--- config.mk ---
export PLATFORM = sky130hd
export DESIGN_NAME = i2s_stereo_packer
export DESIGN_NICKNAME = d
export VERILOG_FILES = /design/src/rtl/i2s_stereo_packer.sv
export SDC_FILE = /design/constraint.sdc
export NUM_CORES = 1
export LEC_CHECK = 0
export BUFFER_PORTS_ARGS = -buffer_cell sky130_fd_sc_hd__buf_4
export CAP_MARGIN = 20
export CORE_ASPECT_RATIO = 1.5
export CORE_MARGIN = 5
export CORE_UTILIZATION = 60
export DETAILED_ROUTE_END_ITERATION = 8
export GPL_ROUTABILITY_DRIVEN = 0
export PLACE_DENSITY_LB_ADDON = 0.2
export SYNTH_ARGS = -nofsm -noshare
export SYNTH_HDL_FRONTEND = slang
export SYNTH_SLANG_ARGS = --single-unit
--- constraint.sdc ---
create_clock -name Clock -period 8.7 [get_ports Clock]
set_clock_uncertainty 0.05 [all_clocks]
set_input_delay 0.435 -clock Clock [delete_from_list [all_inputs] [get_ports Clock]]
set_output_delay 0.435 -clock Clock [all_outputs]
set_load 0.01 [all_outputs]
--- src/rtl/i2s_stereo_packer.sv ---
// rtl/i2s_stereo_packer.sv - pairs i2s_rx left/right words into MSB-aligned stereo frames behind a small FWFT FIFO
module i2s_stereo_packer #(
    parameter int OUT_WIDTH  = 24,
    parameter int MIN_BITS   = 8,
    parameter int FIFO_DEPTH = 8
) (
    input  logic                          Clock,
    input  logic                          Reset,
    input  logic [31:0]                   Audio,
    input  logic [4:0]                    channelBitCount,
    input  logic                          IsLeft,
    input  logic                          IsUpdate,
    output logic [OUT_WIDTH-1:0]          OutLeft,
    output logic [OUT_WIDTH-1:0]          OutRight,
    output logic                          OutValid,
    input  logic                          OutReady,
    output logic [$clog2(FIFO_DEPTH):0]   FifoLevel,
    output logic [7:0]                    DropCount,
    output logic                          Overflow,
    input  logic                          ClearStatus
);
    localparam int AW = $clog2(FIFO_DEPTH);

    typedef enum logic {WAIT_LEFT, WAIT_RIGHT} state_t;

    state_t                state, state_next;
    logic [5:0]            len;
    logic [31:0]           aligned;
    logic [OUT_WIDTH-1:0]  sample;
    logic                  len_ok;
    logic [OUT_WIDTH-1:0]  held_left;
    logic [5:0]            held_len;
    logic                  load_held, drop_word, push_req;
    logic                  full, pop, push, ovf_evt, drop_evt;
    logic [AW-1:0]         wr_ptr, rd_ptr;
    logic [AW:0]           count;
    logic [OUT_WIDTH-1:0]  mem_left  [FIFO_DEPTH];
    logic [OUT_WIDTH-1:0]  mem_right [FIFO_DEPTH];
    logic [OUT_WIDTH-1:0]  last_left, last_right;

    // Shifting the word up so bit L-1 sits at bit 31 makes both truncation and zero-fill fall out of one slice
    assign len     = {1'b0, channelBitCount} + 6'd1;
    assign aligned = Audio << (6'd32 - len);
    assign sample  = aligned[31 -: OUT_WIDTH];
    assign len_ok  = int'(len) >= MIN_BITS;

    always_comb begin
        state_next = state;
        load_held  = 1'b0;
        drop_word  = 1'b0;
        push_req   = 1'b0;
        if (IsUpdate) begin
            if (!len_ok) begin
                drop_word  = 1'b1;
                state_next = WAIT_LEFT;
            end else begin
                case (state)
                    WAIT_LEFT: begin
                        if (IsLeft) begin
                            load_held  = 1'b1;
                            state_next = WAIT_RIGHT;
                        end else begin
                            drop_word = 1'b1;
                        end
                    end
                    default: begin
                        if (IsLeft) begin
                            load_held = 1'b1;
                            drop_word = 1'b1;
                        end else if (len == held_len) begin
                            push_req   = 1'b1;
                            state_next = WAIT_LEFT;
                        end else begin
                            drop_word  = 1'b1;
                            state_next = WAIT_LEFT;
                        end
                    end
                endcase
            end
        end
    end

    always_ff @(posedge Clock or negedge Reset) begin
        if (!Reset) begin
            state     <= WAIT_LEFT;
            held_left <= '0;
            held_len  <= '0;
        end else begin
            state <= state_next;
            if (load_held) begin
                held_left <= sample;
                held_len  <= len;
            end
        end
    end

    assign OutValid  = count != '0;
    assign full      = count == (AW+1)'(FIFO_DEPTH);
    assign pop       = OutValid && OutReady;
    assign push      = push_req && (!full || pop);
    assign ovf_evt   = push_req && full && !pop;
    assign drop_evt  = drop_word || ovf_evt;
    assign FifoLevel = count;

    // When empty the outputs keep showing the most recently consumed frame
    assign OutLeft  = OutValid ? mem_left[rd_ptr]  : last_left;
    assign OutRight = OutValid ? mem_right[rd_ptr] : last_right;

    always_ff @(posedge Clock) begin
        if (push) begin
            mem_left[wr_ptr]  <= held_left;
            mem_right[wr_ptr] <= sample;
        end
    end

    always_ff @(posedge Clock or negedge Reset) begin
        if (!Reset) begin
            wr_ptr     <= '0;
            rd_ptr     <= '0;
            count      <= '0;
            last_left  <= '0;
            last_right <= '0;
        end else begin
            if (push) begin
                wr_ptr <= wr_ptr + 1'b1;
            end
            if (pop) begin
                rd_ptr     <= rd_ptr + 1'b1;
                last_left  <= mem_left[rd_ptr];
                last_right <= mem_right[rd_ptr];
            end
            count <= count + {{AW{1'b0}}, push} - {{AW{1'b0}}, pop};
        end
    end

    always_ff @(posedge Clock or negedge Reset) begin
        if (!Reset) begin
            DropCount <= '0;
            Overflow  <= 1'b0;
        end else if (ClearStatus) begin
            DropCount <= '0;
            Overflow  <= 1'b0;
        end else begin
            if (drop_evt && DropCount != 8'hFF) begin
                DropCount <= DropCount + 8'd1;
            end
            if (ovf_evt) begin
                Overflow <= 1'b1;
            end
        end
    end
endmodule

==> results.yml, run 1 <==
power_and_ir_drop:
  power_frac_comb_pct: 29.3
  cell_internal_pwr_mw: 4.85
  p_sw_mw: 2.06
  ir_drop_v: 0.000153
  powerDensity_mw_per_mm2: 292
  p_sw_share_pct: 29.9
  p_leak_nw: 8.48
  share_seq_of_total_power_pct: 43.2
  clockPowerShare_pct: 27.6
layout:
  final_nets: 1433
  fin_util_pct: 68.1
  layout-drive-gt1-share_pct: 25.8
  syn2layout_area_growth_pct: 12.8
  antenna_cells: 0
placed_design:
  dpl.hpwl_mm: 27.5
  port_buffers: 104
synthesis:
  synth_top_area_share_pct: 54.9
  synth_edf_count: 384
  synth_compound_area_share_pct: 6.21
  ys_top_cells_by_area: "edfxtp_1 55%, mux4_2 14%, dfrtp_1 12%, mux2i_1 3.7%, nand2_1 1.7%"
  synthAdderAreaFrac_pct: 0.632
  yosys.area.top_type: "edfxtp_1"
  synthCells: 1290
  ys_async_sr_fraction_pct: 20.3
  syn-mean-instance-area_um2: 16.3
  synth_seq_cells: 482
  yosys_warnings: 0
  synth.most_common_cell: "edfxtp_1"
  netlist_top_cells_count: "384 x edfxtp_1, 126 x mux4_2, 98 x dfrtp_1"
  synth_cell_type_count: 71
  yosysSeqAreaShare_pct: 66.6
  synth_xor_area_share_pct: 0.912
  synthesis.nets: 1343
  yosys.area_share.simple_pct: 5.86
  netlist_area_mm2: 0.0210
  synthMuxAreaShare_pct: 17.9
  synth_top_flop_cell: "edfxtp_1"
  synth_top_family_by_area: "multiplexers"
drt:
  dr_total_vias: 11603
  antenna_left: 0
  post-route-drc-count: 0
  wl_per_cell_um: 23.4
  vias_per_cell: 6.15
  routed_wl_mm: 44.2
  dr.pass1.iters: 5
  drt_iter0_markers: 793
clock_network:
  postCtsResizedCells: 0
  clock_path_buffers: 3
  cts_buffers: 43
  root_buffer: "clkbuf_16"
  clkTransAtPathRegs_ns: 0.06
  clkLatencyLatePin_ns: 0.55
  ctsHtreeMaxLevel: 2
  cts_num_sinks: 482
  cts_tree: "done"
sta:
  rsz0062_at_grt: "false"
  totalNegativeSetupSlack_ns: 0
  slew_viol_final: 0
  min_period_ns: 4.41
  tightest_slew_ns: 0.991
  setup_viol: 0
  maxSlewHeadroom_pct: 33.9
  period_share_pct: 50.7
  hold_violations: 0
  fmax_mhz: 227
setup_path:
  cp-start-kind: "flop"
  cp.required_ns: 8.22
  endpoint_kind: "output port"
  path_max_fanout: 49
  crit_type: "reg -> out"
  cp.arrival_ns: 3.93
floorplan:
  die_area_mm2: 0.0389
  core_area_mm2: 0.0348
  initial_core_util_pct: 60.4
  die_y_um: 239
  die_x_um: 163
  rows: 84
  ioPinCount: 105
global_routing:
  grt_max_degree: 98
  overflow: 0
  grt_pass1_wl_mm: 69.2
  grt_usage_pct: 23.3
  grt_pass1_vias: 11972
  grt_antenna_before_repair: 0
job:
  drv_cap: 0
status:
  status: "finished, final reports clean"
hold_path:
  min_path_type: "in -> reg"
power groups by stage:
stage                     sequential [mW]  combinational, mW  clock [mW]
after CTS                            3.03               2.01        1.93
after global routing                 3.02               2.21        2.03
after detailed placement             3.08               2.00           0
final                                2.98               2.02        1.90
after floorplan                      2.87               1.44           0
after global placement               3.07               1.97           0
registers in the layout (all words and copies together), names as in the netlist:
| name | cells |
|---|---|
| DropCount | 8 |
| FifoLevel | 4 |
| Overflow | 1 |
| held_left | 24 |
| held_len | 6 |
| last_left | 24 |
| last_right | 24 |
| mem_left | 192 |
| mem_right | 192 |
| rd_ptr | 3 |
| state | 1 |
| wr_ptr | 3 |
worst paths after layout:
| check | to | depth (start not counted) | slack [ns] | startpoint |
|---|---|---|---|---|
| setup / recovery | OutRight[9] | 6 | 4.29 | rd_ptr[0] |
| hold / removal | state | 2 | 0.06 | IsUpdate |
| setup reg to reg | mem_right[6][18] | 7 | 5.23 | held_len[2] |
| hold reg to reg | last_left[20] | 2 | 0.43 | last_left[20] |
| max in group asynchronous | rd_ptr[1] | 3 | 6.98 | Reset |
| min in group asynchronous | last_left[2] | 2 | 0.48 | Reset |
layer usage:
| metal | up-vias | global-route usage (%) | wire [um] |
|---|---|---|---|
| met2 | 343 | 41.8 | 23800 |
| li1 | 5256 | - | - |
| met3 | 82 | 3.43 | 2160 |
| met5 | - | 0 | 0 |
| met1 | 5922 | 29.8 | 17000 |
| met4 | 0 | 6.92 | 1230 |
cell families after synthesis:
logic type	Yosys count
flip-flops	482
AND/OR/NAND/NOR	261
multiplexers	215
AO/OA/AOI/OAI	212
buffers and inverters	93
XOR/XNOR	17
adder cells (fa/ha/maj)	10
area by class of cell:
class,count,area (um^2)
clock buffers,56,1210
clock inverters,22,223
fillers,2309,11100
inverters,12,45.0
multi-input cells,715,6670
flip-flops and latches,482,14000
well taps,473,592
repair buffers,126,961
metrics by stage:
step                setup slack, ns  power (mW)  hold slack, ns  cells  cell area, um^2
floorplan                      2.70        4.31          0.0894   1290            21000
global placement               4.20        5.04           0.412   1805            22200
detailed placement             4.16        5.08           0.421   1805            22200
CTS                            3.98        6.97          0.0327   1884            23700
global route                   3.96        7.26          0.0526   1886            23700
finish                         4.29        6.91          0.0607   1886            23700
cell usage in the layout, fill, tap and decap left out, drive strengths merged, types with 3 or more instances in the layout:
cell type / netlist / routed
mux4: 126 / 126
mux2: 11 / 11
nand2b: 16 / 16
and4: 3 / 3
clkbuf: 48 / 56
o211ai: 4 / 4
nor3: 12 / 12
clkinv: 0 / 12
nor4: 4 / 4
a21oi: 69 / 69
buf: 33 / 125
xnor2: 11 / 11
or4: 3 / 3
bufinv: 0 / 4
clkinvlp: 0 / 4
nor2: 81 / 81
nand3: 10 / 10
or2: 5 / 5
o2111ai: 4 / 4
a31oi: 7 / 7
edfxtp: 384 / 384
o31ai: 5 / 5
and3: 6 / 6
inv: 12 / 14
nand2: 95 / 95
xor2: 3 / 3
a22o: 6 / 6
nor2b: 13 / 13
a211oi: 3 / 3
mux2i: 78 / 78
o221a: 6 / 6
o22a: 5 / 5
and2: 5 / 5
dfrtp: 98 / 98
o21ai: 76 / 76
ha: 9 / 9
o221ai: 3 / 3
worst max-delay path, cell delays in order, from the launching register on:
cell and delay, ns:
dfrtp_4 0.72, buf_12 0.29, buf_4 0.82, mux4_2 0.61
mux2i_1 0.52, a21oi_1 0.15, buf_4 0.19
timing repair:
action / CTS / global route
endpoints found under the setup margin: 0 / 0
setup buffers: 0 / 0
endpoints found under the hold margin: 35 / 0
hold buffers: 1 / 0
No activity file was read; power rests on OpenSTA's default activity.
==> inputs of run 2 (changes only) <==
- ABC_AREA: unset -> 1
- CORE_UTILIZATION: 60 -> 55
- clock period: 8.7 -> 3.6 ns (I/O delays scaled with it)
==> run 2 against run 1 <==
  * Sequential power up 140%
  * Via count is 27% higher
  * Utilization down 5.1 points
  * Die area rose by 9.4%
  * Critical path type unchanged
  * Largest power group unchanged
==> results.yml, run 2 <==
floorplan:
  die_area_mm2: 0.0426
  core_area_mm2: 0.0382
  die_x_um: 170
  rows: 88
  ioPinCount: 105
  die_y_um: 250
  initial_core_util_pct: 55.4
drt:
  drt_iter0_markers: 1278
  vias_per_cell: 5.83
  dr.pass1.iters: 5
  wl_per_cell_um: 19.8
  antenna_left: 0
  routed_wl_mm: 50.2
  post-route-drc-count: 0
  dr_total_vias: 14746
layout:
  syn2layout_area_growth_pct: 13.8
  antenna_cells: 0
  final_common_cell: "nand2_1"
  stdcell_count: 2528
  top_regs: "mem_left (192), mem_right (192)"
  mostFrequentLayoutCells: "420 x nand2_1, 384 x edfxtp_1, 299 x o21ai_0"
  finish.instance_area_mm2: 0.0241
  final_nets: 2052
  layout-drive-gt1-share_pct: 13.1
sta:
  totalNegativeSetupSlack_ns: 0
  maxSlewHeadroom_pct: 33.1
  fin_ws_ns: 0.252
  setup_viol: 0
  hold_violations: 0
  period_share_pct: 93.0
  min_period_ns: 3.35
  rsz0062_at_grt: "false"
  tightest_slew_ns: 1.00
  slew_viol_final: 0
  hold_ws_ns: 0.0463
  fmax_mhz: 299
global_routing:
  grt_pass1_wl_mm: 79.9
  grt_antenna_before_repair: 0
  grt_max_degree: 94
  grt_usage_pct: 23.6
  overflow: 0
  grt_pass1_vias: 14550
clock_network:
  cts_num_sinks: 482
  post-cts-setup-buffers: 0
  root_buffer: "clkbuf_16"
  postCtsResizedCells: 0
  clock_path_buffers: 3
  clkTransAtPathRegs_ns: 0.06
  cts_buffers: 43
  cts_tree: "done"
  hold_buffers: 5
  clkLatencyLatePin_ns: 0.55
  ctsHtreeMaxLevel: 2
synthesis:
  synth_seq_cells: 482
  ys_async_sr_fraction_pct: 20.3
  yosys_warnings: 0
  yosys.area.top_type: "edfxtp_1"
  synth_edf_count: 384
  synth.most_common_cell: "nand2_1"
  ys_top_cells_by_area: "edfxtp_1 55%, dfrtp_1 12%, nand2_1 7.5%, o21ai_0 7.1%, nor2_1 4.0%"
  synth_cell_type_count: 41
  synthCells: 1916
  netlist_top_cells_count: "421 x nand2_1, 384 x edfxtp_1, 299 x o21ai_0"
  synthesis.nets: 1969
  synth_top_area_share_pct: 54.5
  syn-mean-instance-area_um2: 11.0
  yosysSeqAreaShare_pct: 66.1
  netlist_area_mm2: 0.0211
  synth_top_flop_cell: "edfxtp_1"
setup_path:
  path_max_fanout: 93
  endpoint_kind: "output port"
  cp.required_ns: 3.37
  cp.arrival_ns: 3.12
  crit_type: "reg -> out"
  cp-start-kind: "flop"
job:
  drv_cap: 0
placed_design:
  dp_slack_ns: 0.477
  placed_cells: 2444
  dpl.hpwl_mm: 31.8
  placed_cell_area_mm2: 0.0227
  port_buffers: 104
status:
  status: "finished, final reports clean"
power_and_ir_drop:
  p_leak_nw: 9.07
  ir_drop_v: 0.000430
  powerDensity_mw_per_mm2: 723
hold_path:
  min_path_type: "in -> reg"
==> run 2: changes by cell type in the layout (fill, tap and decap cells not counted), sizes merged, moves of 47 or more <==
cell | previous run | this run
a21oi | 69 | 20
inv | 14 | 63
mux4 | 126 | 0
nand2 | 95 | 430
nor2 | 81 | 236
o21ai | 76 | 311
o32ai | 1 | 48
==> run 2: path summary, 6_finish.rpt <==
check | slack (ns) | cells past startpoint | to | start
hold / removal | 0.05 | 5 | held_len[5] | channelBitCount[3]
max in group asynchronous | 2.29 | 3 | last_left[18] | Reset
setup / recovery | 0.25 | 6 | OutRight[17] | rd_ptr[1]
min in group asynchronous | 0.26 | 2 | rd_ptr[0] | Reset
hold reg to reg | 0.43 | 2 | last_left[18] | last_left[18]
setup reg to reg | 0.99 | 10 | mem_left[4][13] | FifoLevel[2]
==> run 2: worst max-delay path: stages, from the launching register on <==
cell and delay, ns:
dfrtp_4 1.06, buf_4 0.43, o21ai_0 0.15, o221ai_1 0.26, o21ai_0 0.21, o21ai_0 0.22
buf_4 0.16
==> run 2: layout make-up <==
type | instances | area (um^2)
Clock inverter | 9 | 95.1
Fill cell | 3025 | 14100
Sequential cell | 482 | 14000
Clock buffer | 70 | 1250
Multi-Input combinational cell | 1247 | 6460
Inverter | 63 | 239
Timing Repair Buffer | 162 | 1420
Tap cell | 495 | 619
==> run 2: power by group <==
group	internal (mW)	switching (mW)
sequential	6.64	0.630
combinational	2.23	3.46
clock	2.52	1.91
total	11.4	6.00
==> run 2: cells by family (layout without fill, tap and decap cells) <==
kind of cell | Yosys count | after routing | synth area share (%)
AND/OR/NAND/NOR | 742 | 742 | 14.4
multiplexers | 48 | 48 | 2.27
AO/OA/AOI/OAI | 434 | 434 | 12.1
XOR/XNOR | 13 | 13 | 0.734
flip-flops | 482 | 482 | 66.1
adder cells (fa/ha/maj) | 10 | 10 | 0.627
buffers and inverters | 187 | 304 | 3.67
==> run 2: stage by stage <==
stage / total power [mW] / utilization [%]
floorplan: 10.6 / -
global placement: 12.9 / 59.3
detailed placement: 13.1 / 59.3
CTS: 17.6 / 63.0
global route: 18.4 / 63.0
finish: 17.4 / 63.0
==> run 2: metal layers <==
metal | track usage [%] | part of all wire (%) | wire, um
met1 | 30.9 | 39 | 19800
met2 | 41.6 | 52 | 26300
met3 | 2.60 | 5.5 | 2740
met4 | 7.21 | 2.8 | 1380
met5 | 0 | 0 | 0
==> inputs of run 3 (changes only) <==
- CORE_UTILIZATION: 55 -> 57
- CTS_BUF_LIST: unset -> sky130_fd_sc_hd__clkbuf_8
==> run 3 against run 2 <==
  * Fmax shrank 0.77%
  * Cell area shrank 0.58%
  * Largest power group unchanged
  * Combinational power down 1%
  * Total power decreased by 3.4%
  * Non-clock buffer count decreased by 6
  * Utilization rose by 2.2 points
  * Critical path type unchanged
  * Worst setup slack got worse by 0.026 ns
  * Sequential power fell by 1%
==> results.yml, run 3 (synthesis results as in run 2) <==
status:
  status: "finished, final reports clean"
power_and_ir_drop:
  power_mw: 16.8
  power_frac_comb_pct: 33.4
  cell_internal_pwr_mw: 10.8
  p_leak_nw: 9.13
  powerDensity_mw_per_mm2: 702
  p_sw_mw: 5.97
  share_seq_of_total_power_pct: 42.8
  clockPowerShare_pct: 23.9
  ir_drop_v: 0.000498
  p_sw_share_pct: 35.5
floorplan:
  die_y_um: 246
  ioPinCount: 105
  die_area_mm2: 0.0411
  die_x_um: 167
  core_area_mm2: 0.0367
  initial_core_util_pct: 57.6
  rows: 86
drt:
  dr_total_vias: 14794
  routed_wl_mm: 48.8
  wl_met3_mm: 2.54
  wl_per_cell_um: 19.1
  vias_per_cell: 5.79
  drt_iter0_markers: 1060
  post-route-drc-count: 0
  dr.max_layer_used: "met4"
  antenna_left: 0
  wl_met2_mm: 25.9
  wl_met1_mm: 18.9
  dr.pass1.iters: 5
layout:
  final_common_cell: "nand2_1"
  mostFrequentLayoutCells: "420 x nand2_1, 384 x edfxtp_1, 299 x o21ai_0"
  antenna_cells: 0
  nFillCells: 2797
  top_regs: "mem_left (192), mem_right (192)"
  syn2layout_area_growth_pct: 13.2
  final_nets: 2072
  seq_area_mm2: 0.0140
  multi_input_area_mm2: 0.00646
  layout-drive-gt1-share_pct: 14.0
setup_path:
  path_max_fanout: 88
  cp.required_ns: 3.37
  crit_type: "reg -> out"
  r2r_start: "FifoLevel[1]"
  cp-start-kind: "flop"
  endpoint_kind: "output port"
  crit_start: "rd_ptr[1]"
  cp.arrival_ns: 3.14
clock_network:
  postCtsResizedCells: 0
  cts_num_sinks: 482
  ctsHtreeMaxLevel: 3
  cts_tree: "done"
  cts_buffers: 69
  clkLatencyLatePin_ns: 0.62
  root_buffer: "clkbuf_8"
  clkTransAtPathRegs_ns: 0.06
  clock_path_buffers: 3
global_routing:
  grt_antenna_before_repair: 0
  grt_pass1_vias: 14862
  grt_max_degree: 105
  overflow: 0
  grt_usage_pct: 23.9
  grt_pass1_wl_mm: 77.9
hold_path:
  min_path_type: "in -> reg"
  hp-start: "IsLeft"
placed_design:
  port_buffers: 104
  dpl.hpwl_mm: 30.0
sta:
  fmax_mhz: 296
  rsz0062_at_grt: "false"
  min_period_ns: 3.37
  period_share_pct: 93.7
  maxSlewHeadroom_pct: 35.7
  hold_violations: 0
  setup_viol: 0
  slew_viol_final: 0
  hold_ws_ns: 0.0779
  tightest_slew_ns: 0.965
  totalNegativeSetupSlack_ns: 0
job:
  drv_cap: 0
==> run 3: cell types whose count changed in the layout (fill, tap and decap cells not counted), sizes merged <==
cell / change
inv: +29
bufinv: -1
clkinvlp: +4
dlygate4sd3: +4
clkinv: +4
buf: -10
clkbuf: +7
==> run 3: metal layers <==
metal,GRT usage [%],up-vias
li1,-,7015
met4,8.81,0
met5,0,-
met3,3.52,87
met1,28.6,7222
met2,43.9,470
==> run 3: final cells by class <==
cell class                 instances  area share (%)
sequential                       482            58.5
multi-input combinational       1247            27.0
timing repair buffer             156            5.67
clock buffer                      77            4.43
tap                              484            2.53
inverter                          63           0.999
clock inverter                    45           0.920
==> run 3: worst max-delay path: stages, from the launching register on <==
cell      delay [ns]
dfrtp_4         1.01
buf_4           0.47
o21ai_0         0.15
o221ai_1        0.24
o21ai_0         0.18
o21ai_0         0.24
buf_4           0.17
==> run 3: worst paths after layout <==
| path | end | slack [ns] | cells past startpoint |
|---|---|---|---|
| worst max-delay path | OutRight[14] | 0.23 | 6 |
| min in group asynchronous | last_right[18] | 0.14 | 2 |
| max in group asynchronous | rd_ptr[0] | 2.59 | 3 |
| worst min-delay path | held_len[4] | 0.08 | 5 |
| worst min register to register | last_left[18] | 0.43 | 2 |
| worst max register to register | FifoLevel[1] | 0.75 | 11 |
==> run 3: through the flow <==
| stage | setup WS (ns) | cells | util (%) | area, um^2 |
|---|---|---|---|---|
| CTS | 0.236 | 2554 | 65.2 | 23900 |
| floorplan | -0.506 | 1916 | - | 21200 |
| global route | 0.0394 | 2554 | 65.2 | 23900 |
| finish | 0.226 | 2554 | 65.2 | 23900 |
| detailed placement | 0.652 | 2423 | 61.5 | 22600 |
| global placement | 0.695 | 2423 | 61.5 | 22600 |
==> run 3: what timing repair did <==
action | 4_1_cts | 5_1_grt
setup endpoints to repair | 0 | 0
hold buffers | 9 | 0
endpoints found under the hold margin | 68 | 0
buffers inserted | 0 | 0
==> run 3: power by group through the flow <==
stage / logic (mW) / registers, mW / clock network [mW]
6_report: 5.61 / 7.19 / 4.01
5_1_grt: 6.28 / 7.25 / 4.33
4_1_cts: 5.68 / 7.18 / 4.09
3_5_place_dp: 5.65 / 7.29 / 0
3_3_place_gp: 5.50 / 7.26 / 0
2_1_floorplan: 3.62 / 6.99 / 0
